### config.mk
export PLATFORM = sky130hd
export DESIGN_NAME = led_pattern_sequencer
export DESIGN_NICKNAME = d
export VERILOG_FILES = /design/src/rtl/led_pattern_sequencer.sv
export SDC_FILE = /design/constraint.sdc
export NUM_CORES = 1
export LEC_CHECK = 0
export ABC_CLOCK_PERIOD_IN_PS = 1910
export CORE_MARGIN = 8
export CORE_UTILIZATION = 53
export CTS_CLUSTER_SIZE = 12
export DETAILED_ROUTE_END_ITERATION = 6
export GPL_TIMING_DRIVEN = 0
export PLACE_DENSITY = 0.76
export SKIP_CTS_REPAIR_TIMING = 1
export SYNTH_ARGS = -nofsm -noshare
export SYNTH_HDL_FRONTEND = slang
export SYNTH_SLANG_ARGS = --single-unit
### constraint.sdc
create_clock -name clk -period 1.91 [get_ports clk]
set_input_delay 0.382 -clock clk [delete_from_list [all_inputs] [get_ports clk]]
set_output_delay 0.382 -clock clk [all_outputs]
set_load 0.02 [all_outputs]
### src/rtl/led_pattern_sequencer.sv
// -----------------------------------------------------------------------------
// led_pattern_sequencer
//
// Drives two LEDs from a small hard-coded table of blink patterns. A single
// shared prescaler divides the system clock into ticks; a step sequencer walks
// the selected pattern, holding each step for (dur+1) ticks.
//
// Ports:
//   clk        in   1  system clock (only clock of this block)
//   rst        in   1  asynchronous, active-low reset
//   start      in   1  one-cycle request to begin a pattern (accepted in IDLE)
//   stop       in   1  one-cycle abort request
//   mode       in   2  pattern select, captured on an accepted start
//   repeat_en  in   1  loop enable, captured on an accepted start
//   led        out  2  registered LED drive
//   busy       out  1  high while a pattern is running
//   done       out  1  one-cycle pulse at the natural end of a one-shot pattern
//   step_idx   out  3  registered index of the current step
// -----------------------------------------------------------------------------
module led_pattern_sequencer #(
    parameter int unsigned TICK_DIV   = 600000,
    parameter int unsigned TICK_WIDTH = 20
) (
    input  logic       clk,
    input  logic       rst,
    input  logic       start,
    input  logic       stop,
    input  logic [1:0] mode,
    input  logic       repeat_en,
    output logic [1:0] led,
    output logic       busy,
    output logic       done,
    output logic [2:0] step_idx
);

    localparam logic [0:0] ST_IDLE = 1'b0;
    localparam logic [0:0] ST_RUN  = 1'b1;

    localparam logic [TICK_WIDTH-1:0] PRESC_LAST = TICK_WIDTH'(TICK_DIV - 1);

    // Table entry layout: {last, led[1:0], dur[4:0]}, indexed by {mode, step}.
    // Steps past the last one of a pattern are never reached; they are filled
    // with a dark, terminating entry so the table is fully defined.
    localparam logic [7:0] PAD_STEP = {1'b1, 2'b00, 5'd0};

    localparam logic [7:0] PATTERN_ROM [0:31] = '{
        // mode 0: alternate
        {1'b0, 2'b01, 5'd9},  {1'b1, 2'b10, 5'd9},
        PAD_STEP, PAD_STEP, PAD_STEP, PAD_STEP, PAD_STEP, PAD_STEP,
        // mode 1: blink both
        {1'b0, 2'b11, 5'd3},  {1'b1, 2'b00, 5'd3},
        PAD_STEP, PAD_STEP, PAD_STEP, PAD_STEP, PAD_STEP, PAD_STEP,
        // mode 2: chase
        {1'b0, 2'b01, 5'd1},  {1'b0, 2'b10, 5'd1},
        {1'b0, 2'b11, 5'd1},  {1'b1, 2'b00, 5'd5},
        PAD_STEP, PAD_STEP, PAD_STEP, PAD_STEP,
        // mode 3: heartbeat
        {1'b0, 2'b11, 5'd1},  {1'b0, 2'b00, 5'd1},
        {1'b0, 2'b11, 5'd1},  {1'b1, 2'b00, 5'd13},
        PAD_STEP, PAD_STEP, PAD_STEP, PAD_STEP
    };

    // State and datapath registers
    logic [0:0]            state_q,    state_d;
    logic [1:0]            mode_q,     mode_d;
    logic                  repeat_q,   repeat_d;
    logic [TICK_WIDTH-1:0] presc_q,    presc_d;
    logic [4:0]            tick_cnt_q, tick_cnt_d;
    logic [2:0]            step_q,     step_d;
    logic [1:0]            led_q,      led_d;
    logic                  busy_q,     busy_d;
    logic                  done_q,     done_d;

    logic [2:0] next_step;
    logic [4:0] cur_idx;
    logic [4:0] next_idx;
    logic [4:0] start_idx;
    logic       tick;
    logic       cur_last;
    logic [4:0] cur_dur;

    assign next_step = step_q + 3'd1;
    assign cur_idx   = {mode_q, step_q};
    assign next_idx  = {mode_q, next_step};
    // The first LED value comes from the live mode input so that it appears on
    // the same edge that accepts start.
    assign start_idx = {mode, 3'd0};

    assign tick     = (presc_q == PRESC_LAST);
    assign cur_last = PATTERN_ROM[cur_idx][7];
    assign cur_dur  = PATTERN_ROM[cur_idx][4:0];

    always_comb begin
        state_d    = state_q;
        mode_d     = mode_q;
        repeat_d   = repeat_q;
        presc_d    = presc_q;
        tick_cnt_d = tick_cnt_q;
        step_d     = step_q;
        led_d      = led_q;
        busy_d     = busy_q;
        done_d     = 1'b0;

        case (state_q)
            ST_IDLE: begin
                // Counters stay parked while idle.
                presc_d    = '0;
                tick_cnt_d = '0;
                step_d     = 3'd0;
                led_d      = 2'b00;
                busy_d     = 1'b0;
                // A coincident stop cancels the start.
                if (start && !stop) begin
                    state_d  = ST_RUN;
                    mode_d   = mode;
                    repeat_d = repeat_en;
                    led_d    = PATTERN_ROM[start_idx][6:5];
                    busy_d   = 1'b1;
                end
            end

            default: begin // ST_RUN
                if (stop) begin
                    state_d    = ST_IDLE;
                    presc_d    = '0;
                    tick_cnt_d = '0;
                    step_d     = 3'd0;
                    led_d      = 2'b00;
                    busy_d     = 1'b0;
                end else if (tick) begin
                    presc_d = '0;
                    if (tick_cnt_q == cur_dur) begin
                        tick_cnt_d = '0;
                        if (!cur_last) begin
                            step_d = next_step;
                            led_d  = PATTERN_ROM[next_idx][6:5];
                        end else if (repeat_q) begin
                            // Loop straight back to step 0, no idle cycle.
                            step_d = 3'd0;
                            led_d  = PATTERN_ROM[{mode_q, 3'd0}][6:5];
                        end else begin
                            state_d = ST_IDLE;
                            step_d  = 3'd0;
                            led_d   = 2'b00;
                            busy_d  = 1'b0;
                            done_d  = 1'b1;
                        end
                    end else begin
                        tick_cnt_d = tick_cnt_q + 5'd1;
                    end
                end else begin
                    presc_d = presc_q + 1'b1;
                end
            end
        endcase
    end

    always_ff @(posedge clk or negedge rst) begin
        if (!rst) begin
            state_q    <= ST_IDLE;
            mode_q     <= 2'b00;
            repeat_q   <= 1'b0;
            presc_q    <= '0;
            tick_cnt_q <= '0;
            step_q     <= 3'd0;
            led_q      <= 2'b00;
            busy_q     <= 1'b0;
            done_q     <= 1'b0;
        end else begin
            state_q    <= state_d;
            mode_q     <= mode_d;
            repeat_q   <= repeat_d;
            presc_q    <= presc_d;
            tick_cnt_q <= tick_cnt_d;
            step_q     <= step_d;
            led_q      <= led_d;
            busy_q     <= busy_d;
            done_q     <= done_d;
        end
    end

    assign led      = led_q;
    assign busy     = busy_q;
    assign done     = done_q;
    assign step_idx = step_q;

endmodule

Word-level counts from Yosys, hierarchy flattened. Memory sizes are Yosys's and may differ from the RTL's. Index checks and enable logic that the tools add are counted.

Add/subtract/negate cells: 3. $mul: 0. Div/mod/pow operators: 0. $lt $le $gt $ge: 4. Equal/unequal tests: 6. Shifts and indexed selects: 0. Multiplexer cells: 46. Bitwise gates (word level): 5. Reductions and logical operators: 5.

Operators by type and width (number): $mux 20 (3); $mux 7 (6); $ge 6x6->1 const B (4); $not 5->6 (4); $add 20x1->20 const B (1); $eq 20x20->1 const B (1); $mux 5 (4); $mux 1 (19); $mux 8 (2); $mux 3 (5); $mux 2 (7); $ne 3x2->1 const B (3); $add 5x1->5 const B (1); $eq 5x5->1 (1); $reduce_and 2->1 (2); $reduce_and 4->1 (1); $add 3x1->3 const B (1); $ne 3x3->1 const B (1); $logic_and 1x1->1 (1); $logic_not 1->1 (1); $not 1->1 (1).

Bits in registers: 36. Bits in latches: 0. Memory bits (writable): 0. Bits in read-only memories: 1024. Input port bits: 7. Output and inout bits: 7. Logic and storage cells: 82. Memories kept: 4.

Memories: (name not given) (words 32, width 8, read ports 1, clocked after memory_dff 0, write ports 0, line 140) `led_d = PATTERN_ROM[{mode_q, 3'd0}][6:5];`; (name not given) (words 32, width 8, read ports 1, clocked after memory_dff 0, write ports 0, line 136) `led_d = PATTERN_ROM[next_idx][6:5];`; (name not given) (words 32, width 8, read ports 1, clocked after memory_dff 0, write ports 0, line 117) `led_d = PATTERN_ROM[start_idx][6:5];`; (name not given) (words 32, width 8, read ports 1, clocked after memory_dff 0, write ports 0, line 91) `assign cur_dur = PATTERN_ROM[cur_idx][4:0];`.

Logic depth before layout (Yosys ltp). Gate-level depths: netlist of run 1.

Depth after elaboration: 10. Mapped depth: 8.

Worst setup path before layout of run 1. Ideal clock, no wire load.

Path type: register -> register. Start: register step_q[1], in the netlist step_idx[1]. End: register led_q[0], in the netlist led[0]. Data arrival time: 2.040 ns. Data required time: 1.785 ns. Path slack: -0.255 ns. Cell stages (with the launch flop): 8. Cells stage by stage: dfrtp_1 ha_1 ha_1 nand2_1 xnor2_1 a211o_1 nor3_4 mux2_4.

Longest elaborated chain between the ends: 10. Elaborated cells between the ends (all ways): 17. Classes of those cells: add/sub: 1; eq/ne: 2; mux: 9; bitwise: 2; reduce/logical: 1; memory: 2.

RTL lines: start: declaration (line 69) `logic [2:0] step_q, step_d;`; start signal: assignment (line 175) `step_q <= step_d;`; $add 3x1->3 (line 82) `assign next_step = step_q + 3'd1;`; $not 5->6 (implied by the code) (line 136); $mem_v2 32x8; $mux 7 (implied by the code) (2 in series) (line 136); $mux 2 (line 134) `if (!cur_last) begin`; $mux 2 (line 132) `if (tick_cnt_q == cur_dur) begin`; $mux 2 (line 130) `end else if (tick) begin`; $mux 2 (line 123) `if (stop) begin`; $mux 2 (line 104) `case (state_q)`; end signal: assignment (line 176) `led_q <= led_d;`; end: declaration (line 70) `logic [1:0] led_q, led_d;`.

Several ways; a longest one is shown, not always the timed one. The select of a mux whose other input is x is not followed. A chain may end at the register's enable or synchronous reset.

Final worst setup path of run 1.
Start: register presc_q[15]. End: register led_q[1], in the netlist led[1].

Longest elaborated chain between the ends: 3.

RTL lines: start: declaration (line 67) `logic [TICK_WIDTH-1:0] presc_q, presc_d;`; start signal: assignment (line 173) `presc_q <= presc_d;`; $eq 20x20->1 (line 89) `assign tick = (presc_q == PRESC_LAST);`; $ne 3x2->1 (no line); $reduce_and 2->1 (no line).

No other way between the ends.

==> results of run 1 <==
through the flow:
stage | cells | TNS, ps | instance area [um^2] | total power [mW] | hold slack [ps]
finish | 291 | -2580 | 2460 | 1.69 | 165
global route | 291 | -4710 | 2460 | 1.77 | 240
CTS | 285 | -4740 | 2390 | 1.70 | 196
detailed placement | 277 | -5850 | 2270 | 1.02 | 501
global placement | 277 | -17400 | 2280 | 1.02 | 493
floorplan | 216 | -291 | 2090 | 0.946 | 86.4
layout make-up:
| class | instances | area (um^2) |
|---|---|---|
| inverter | 6 | 22.5 |
| multi-input combinational | 167 | 1150 |
| tap | 48 | 60.1 |
| sequential | 36 | 907 |
| clock inverter | 3 | 42.5 |
| buffer | 6 | 31.3 |
| fill | 293 | 1230 |
| clock buffer | 5 | 68.8 |
| timing repair buffer | 20 | 178 |
synth_stat cells (3+ instances only):
cell type  count  area share, %
dfrtp_1       36             44
and2_1         3           0.92
o21ai_0        4           0.98
xor2_1        15            6.4
a31oi_1        3           0.92
and4_1         4            1.7
and3_1         8            2.4
xnor2_1        5            2.1
mux2i_1        5            2.4
nor2_1        30            5.5
clkbuf_1       5           0.92
nand3_1       15            3.7
or3_1          4            1.2
nand2_1       26            4.8
ha_1           7            4.3
inv_1          6            1.1
a21oi_1        3           0.73
how the worst min path moves through the flow:
stage,startpoint,cells after the start,end
after floorplan,rst,0,busy$_DFFE_PN0P_
after global placement,presc_q[0]$_DFF_PN0_,1,presc_q[0]$_DFF_PN0_
after detailed placement,presc_q[0]$_DFF_PN0_,1,presc_q[0]$_DFF_PN0_
after CTS,rst,1,presc_q[13]$_DFF_PN0_
after global routing,rst,1,presc_q[13]$_DFF_PN0_
final,rst,1,presc_q[13]$_DFF_PN0_
power by group:
part	switching [mW]	total, mW	leakage [nW]	internal, mW
combinational	0.125	0.202	0.498	0.0769
sequential	0.0282	0.812	0.486	0.784
clock	0.289	0.675	0.0541	0.386
total	0.442	1.69	1.04	1.25
sequential cells by signal, indices dropped and copies added, names as in the netlist:
name and flops:
presc_q 20, tick_cnt_q 5, step_idx 3, led 2, mode_q 2, busy 1, done 1, repeat_q 1
state_q 1
worst reg2reg max path: cells and delay by family (launching register included):
kind             cells  cell delay (ps)
multiplexers         1              340
AND/OR/NAND/NOR      4             1330
flip-flops           1              430
logic make-up (layout without fill, tap and decap cells):
logic type	after synthesis	count (layout)	share of synthesized area, %
fa+ha+maj	7	7	4.28
xor+xnor	20	20	8.56
flops	36	36	44.0
buf+inv	13	40	2.51
compound gates	24	24	8.01
mux	7	7	3.91
simple gates	109	109	28.7
layer usage:
| metal | share of wire (%) | global-route usage, % |
|---|---|---|
| met5 | 0 | 0 |
| met4 | 1.5 | 6.67 |
| met3 | 3.5 | 4.44 |
| met2 | 48 | 24.1 |
| met1 | 47 | 20.6 |
==> results.json, run 1 <==
{
  "grt_pass1_wl_um": 7850,
  "status": "complete, but fails checks",
  "placementRows": 22,
  "cts_tree": "yes",
  "die_h_um": 78.1,
  "portBuffers": 13,
  "nets": 256,
  "syn-instance-count": 216,
  "finish.utilization_pct": 66.7,
  "drc": 0,
  "rsz0062_at_grt": "yes",
  "setup_violations": 12,
  "path_clk_slew_ps": 80,
  "dp_slack_ps": -361,
  "tightestPinTransition_ps": 795,
  "track_usage_pct": 15.8,
  "gp_congestion": 0.820,
  "ant_nets": 0,
  "slowest_stage": "or4b_4",
  "ys_seq_area_share_pct": 44.0,
  "async_reset_ff_share_pct": 100,
  "drive_gt1_share_pct": 16.0,
  "ff2ff_setup_slack_ps": -300,
  "skew_ps": 6.88,
  "root_buffer": "clkbuf_8",
  "cts_buffers": 5,
  "min_period_over_period_pct": 116,
  "cts.path.max_buffers": 2,
  "routed_via_density": 5.70,
  "hp-class": "in2async",
  "slew_violations": 0,
  "via_count": 1658,
  "grt_max_degree": 37,
  "startpoint": "presc_q[15]$_DFF_PN0_",
  "ys_types": 44,
  "failed_checks": "negative setup slack",
  "cp_num_buf_inv": 0,
  "slew_headroom_pct": 47.0,
  "cp-endpoint": "led[1]$_DFFE_PN0P_",
  "max_cap_viol_count": 0,
  "totalWireLength_um": 4520,
  "dp_hpwl_um": 3140,
  "cp_cell_sequence": "or4b_4 -> nor3b_4 -> nand3_2 -> nor3_4 -> mux2_4",
  "grt_pass1_vias": 1660,
  "p_per_area_nw_per_um2": 687,
  "synth_edf_count": 0,
  "synth_ff_type": "dfrtp_1",
  "clock.fmax_ghz": 0.452,
  "clk_latency_ps": 290,
  "ios": 14,
  "drt_iter0_drc": 105,
  "avgSynthCellArea_um2": 9.47,
  "power_leakage_nw": 1.04,
  "finalHoldViolations": 0,
  "start_util_pct": 55.5,
  "htree_levels": 2,
  "n_antenna_cell": 0,
  "syn-cell-area_um2": 2050,
  "cp_slowest_stage_delay_ps": 540,
  "required_ps": 2090,
  "dieArea_um2": 6100,
  "syn_nets": 230,
  "grt_overflow": 0,
  "rr_worst_depth": 5,
  "cts.sinks": 36,
  "layout_commonest_cell": "dfrtp_1",
  "startpoint_type": "flip-flop",
  "wl_per_cell_um": 15.5,
  "cp_top_family": "simple AND/OR/NAND/NOR gates",
  "die_w_um": 78.1,
  "dr.pass1.iters": 4,
  "crit_type": "reg2reg",
  "crit_fanout": 6,
  "antenna_found_initial": 0,
  "worst_r2r_endpoint": "led[1]$_DFFE_PN0P_",
  "r2r-start": "presc_q[15]$_DFF_PN0_",
  "synth_warnings": 0,
  "final_cell_mix": "dfrtp_1 (31), nor2_1 (30), nand2_1 (25), nand3_1 (15), xor2_1 (15)",
  "core_area_um2": 3690,
  "finalCriticalPeriod_ps": 2210,
  "crit_path_end_kind": "flip-flop",
  "crit_arrival_ps": 2400,
  "worstSetupPathDepth": 5,
  "syn_to_final_growth_pct": 20.2,
  "ys_ff_latch": 36,
  "setup_ws_ps": -304,
  "ir_drop_v": 0.000561
}
(Power assumes the default switching activity.)
==> run 2: changes to the inputs <==
--- a/config.mk
+++ b/config.mk
@@ -11,8 +11,11 @@
 export CTS_CLUSTER_SIZE = 12
 export DETAILED_ROUTE_END_ITERATION = 6
 export GPL_TIMING_DRIVEN = 0
+export HOLD_SLACK_MARGIN = 0.06
 export PLACE_DENSITY = 0.76
+export SETUP_SLACK_MARGIN = 0.2
 export SKIP_CTS_REPAIR_TIMING = 1
+export SLEW_MARGIN = 20
 export SYNTH_ARGS = -nofsm -noshare
 export SYNTH_HDL_FRONTEND = slang
 export SYNTH_SLANG_ARGS = --single-unit
==> results.json, run 2 (synthesis gave the netlist of run 1 again) <==
{
  "finalHoldViolations": 0,
  "multi_input_area_um2": 1300,
  "cts_tree": "yes",
  "finalCriticalPeriod_ps": 2190,
  "syn_to_final_growth_pct": 35.7,
  "r2r-start": "presc_q[15]$_DFF_PN0_",
  "cp-endpoint": "led[1]$_DFFE_PN0P_",
  "crit_path_end_kind": "flip-flop",
  "routed_via_density": 5.76,
  "clock.fmax_ghz": 0.457,
  "root_buffer": "clkbuf_8",
  "dr.pass1.iters": 4,
  "max_cap_viol_count": 0,
  "start_util_pct": 55.5,
  "path_clk_slew_ps": 70,
  "fillers": 238,
  "antenna_found_initial": 0,
  "skew_ps": 5.69,
  "final_cell_mix": "dfrtp_1 (32), nand2_1 (25), xor2_1 (15), nor2_1 (14), nand3_1 (14)",
  "cts_buffers": 5,
  "dieArea_um2": 6100,
  "die_w_um": 78.1,
  "crit_fanout": 5,
  "tightestPinTransition_ps": 520,
  "track_usage_pct": 14.3,
  "layout_commonest_cell": "dfrtp_1",
  "cts.path.max_buffers": 2,
  "ff2ff_setup_slack_ps": -280,
  "nets": 267,
  "clk_latency_ps": 300,
  "slew_headroom_pct": 65.3,
  "grt_max_degree": 25,
  "finalHoldWorstSlack_ps": 501,
  "ant_nets": 0,
  "dp.cells": 278,
  "startpoint_type": "flip-flop",
  "setup_violations": 29,
  "failed_checks": "negative setup slack",
  "grt_pass1_vias": 1561,
  "crit_arrival_ps": 2370,
  "final_cells": 302,
  "hp-class": "reg2reg",
  "min_period_over_period_pct": 115,
  "grt_pass1_wl_um": 7110,
  "fin_total_pwr_mw": 1.80,
  "required_ps": 2090,
  "htree_levels": 2,
  "regMostFlops": "presc_q",
  "grt_overflow": 0,
  "core_area_um2": 3690,
  "status": "complete, but fails checks",
  "cts.sinks": 36,
  "slew_violations": 0,
  "dp_hpwl_um": 2940,
  "ios": 14,
  "largest_register_ffs": 20,
  "die_h_um": 78.1,
  "portBuffers": 13,
  "gp_congestion": 0.819,
  "placementRows": 22,
  "totalWireLength_um": 5230,
  "worst_r2r_endpoint": "led[1]$_DFFE_PN0P_",
  "setup_ws_ps": -278,
  "drive_gt1_share_pct": 28.0,
  "drt_iter0_drc": 137,
  "rsz0062_at_grt": "yes",
  "via_count": 1740,
  "n_antenna_cell": 0,
  "p_per_area_nw_per_um2": 650,
  "crit_type": "reg2reg",
  "rr_worst_depth": 5,
  "final-seq-area_um2": 906,
  "wl_per_cell_um": 17.3,
  "power_leakage_nw": 1.20,
  "ir_drop_v": 0.000533,
  "drc": 0,
  "startpoint": "presc_q[15]$_DFF_PN0_"
}
[run 2: critical path, stage by stage, from the launching register on]
cell	delay [ps]
dfrtp_1	430
or4b_4	550
nor3b_4	250
nand3_2	150
nor3_4	360
mux2_4	340
[run 2: per-layer routing]
layer / up-vias / wire length, um / global-route usage (%)
met5: - / 0 / 0
met3: 11 / 223 / 3.08
met1: 849 / 2340 / 18.6
met4: 0 / 103 / 7.78
met2: 46 / 2560 / 21.5
li1: 834 / - / -
[run 2: metrics by stage]
| step | area [um^2] | worst slack (ps) | setup TNS (ps) | util (%) |
|---|---|---|---|---|
| after global routing | 2780 | -348 | -4900 | 75.3 |
| after CTS | 2430 | -334 | -2430 | 65.9 |
| after floorplan | 2110 | -137 | -291 | - |
| after global placement | 2300 | -479 | -15120 | 62.2 |
| after detailed placement | 2320 | -316 | -2400 | 62.9 |
| final | 2780 | -278 | -3180 | 75.3 |
[run 2: area by class of cell]
type | instances | share of cell area (%)
clock inverters | 3 | 1.53
multi-input cells | 167 | 46.9
flip-flops and latches | 36 | 32.6
repair buffers | 30 | 11.6
well taps | 48 | 2.16
plain buffers | 7 | 1.94
inverters | 6 | 0.811
clock buffers | 5 | 2.48
[run 2: worst min path at each step]
stage	startpoint	end	slack [ps]	cells past startpoint
2_1_floorplan	rst	busy$_DFFE_PN0P_	90	0
3_3_place_gp	presc_q[0]$_DFF_PN0_	presc_q[0]$_DFF_PN0_	490	1
3_5_place_dp	rst	presc_q[13]$_DFF_PN0_	300	1
4_1_cts	rst	presc_q[13]$_DFF_PN0_	-20	1
5_1_grt	presc_q[0]$_DFF_PN0_	presc_q[0]$_DFF_PN0_	530	1
6_report	presc_q[0]$_DFF_PN0_	presc_q[0]$_DFF_PN0_	500	1
[run 2: report_power, final]
group | switching, mW | internal, mW | leakage, nW
Combinational | 0.181 | 0.146 | 0.660
Sequential | 0.0173 | 0.784 | 0.488
Clock | 0.289 | 0.386 | 0.0541
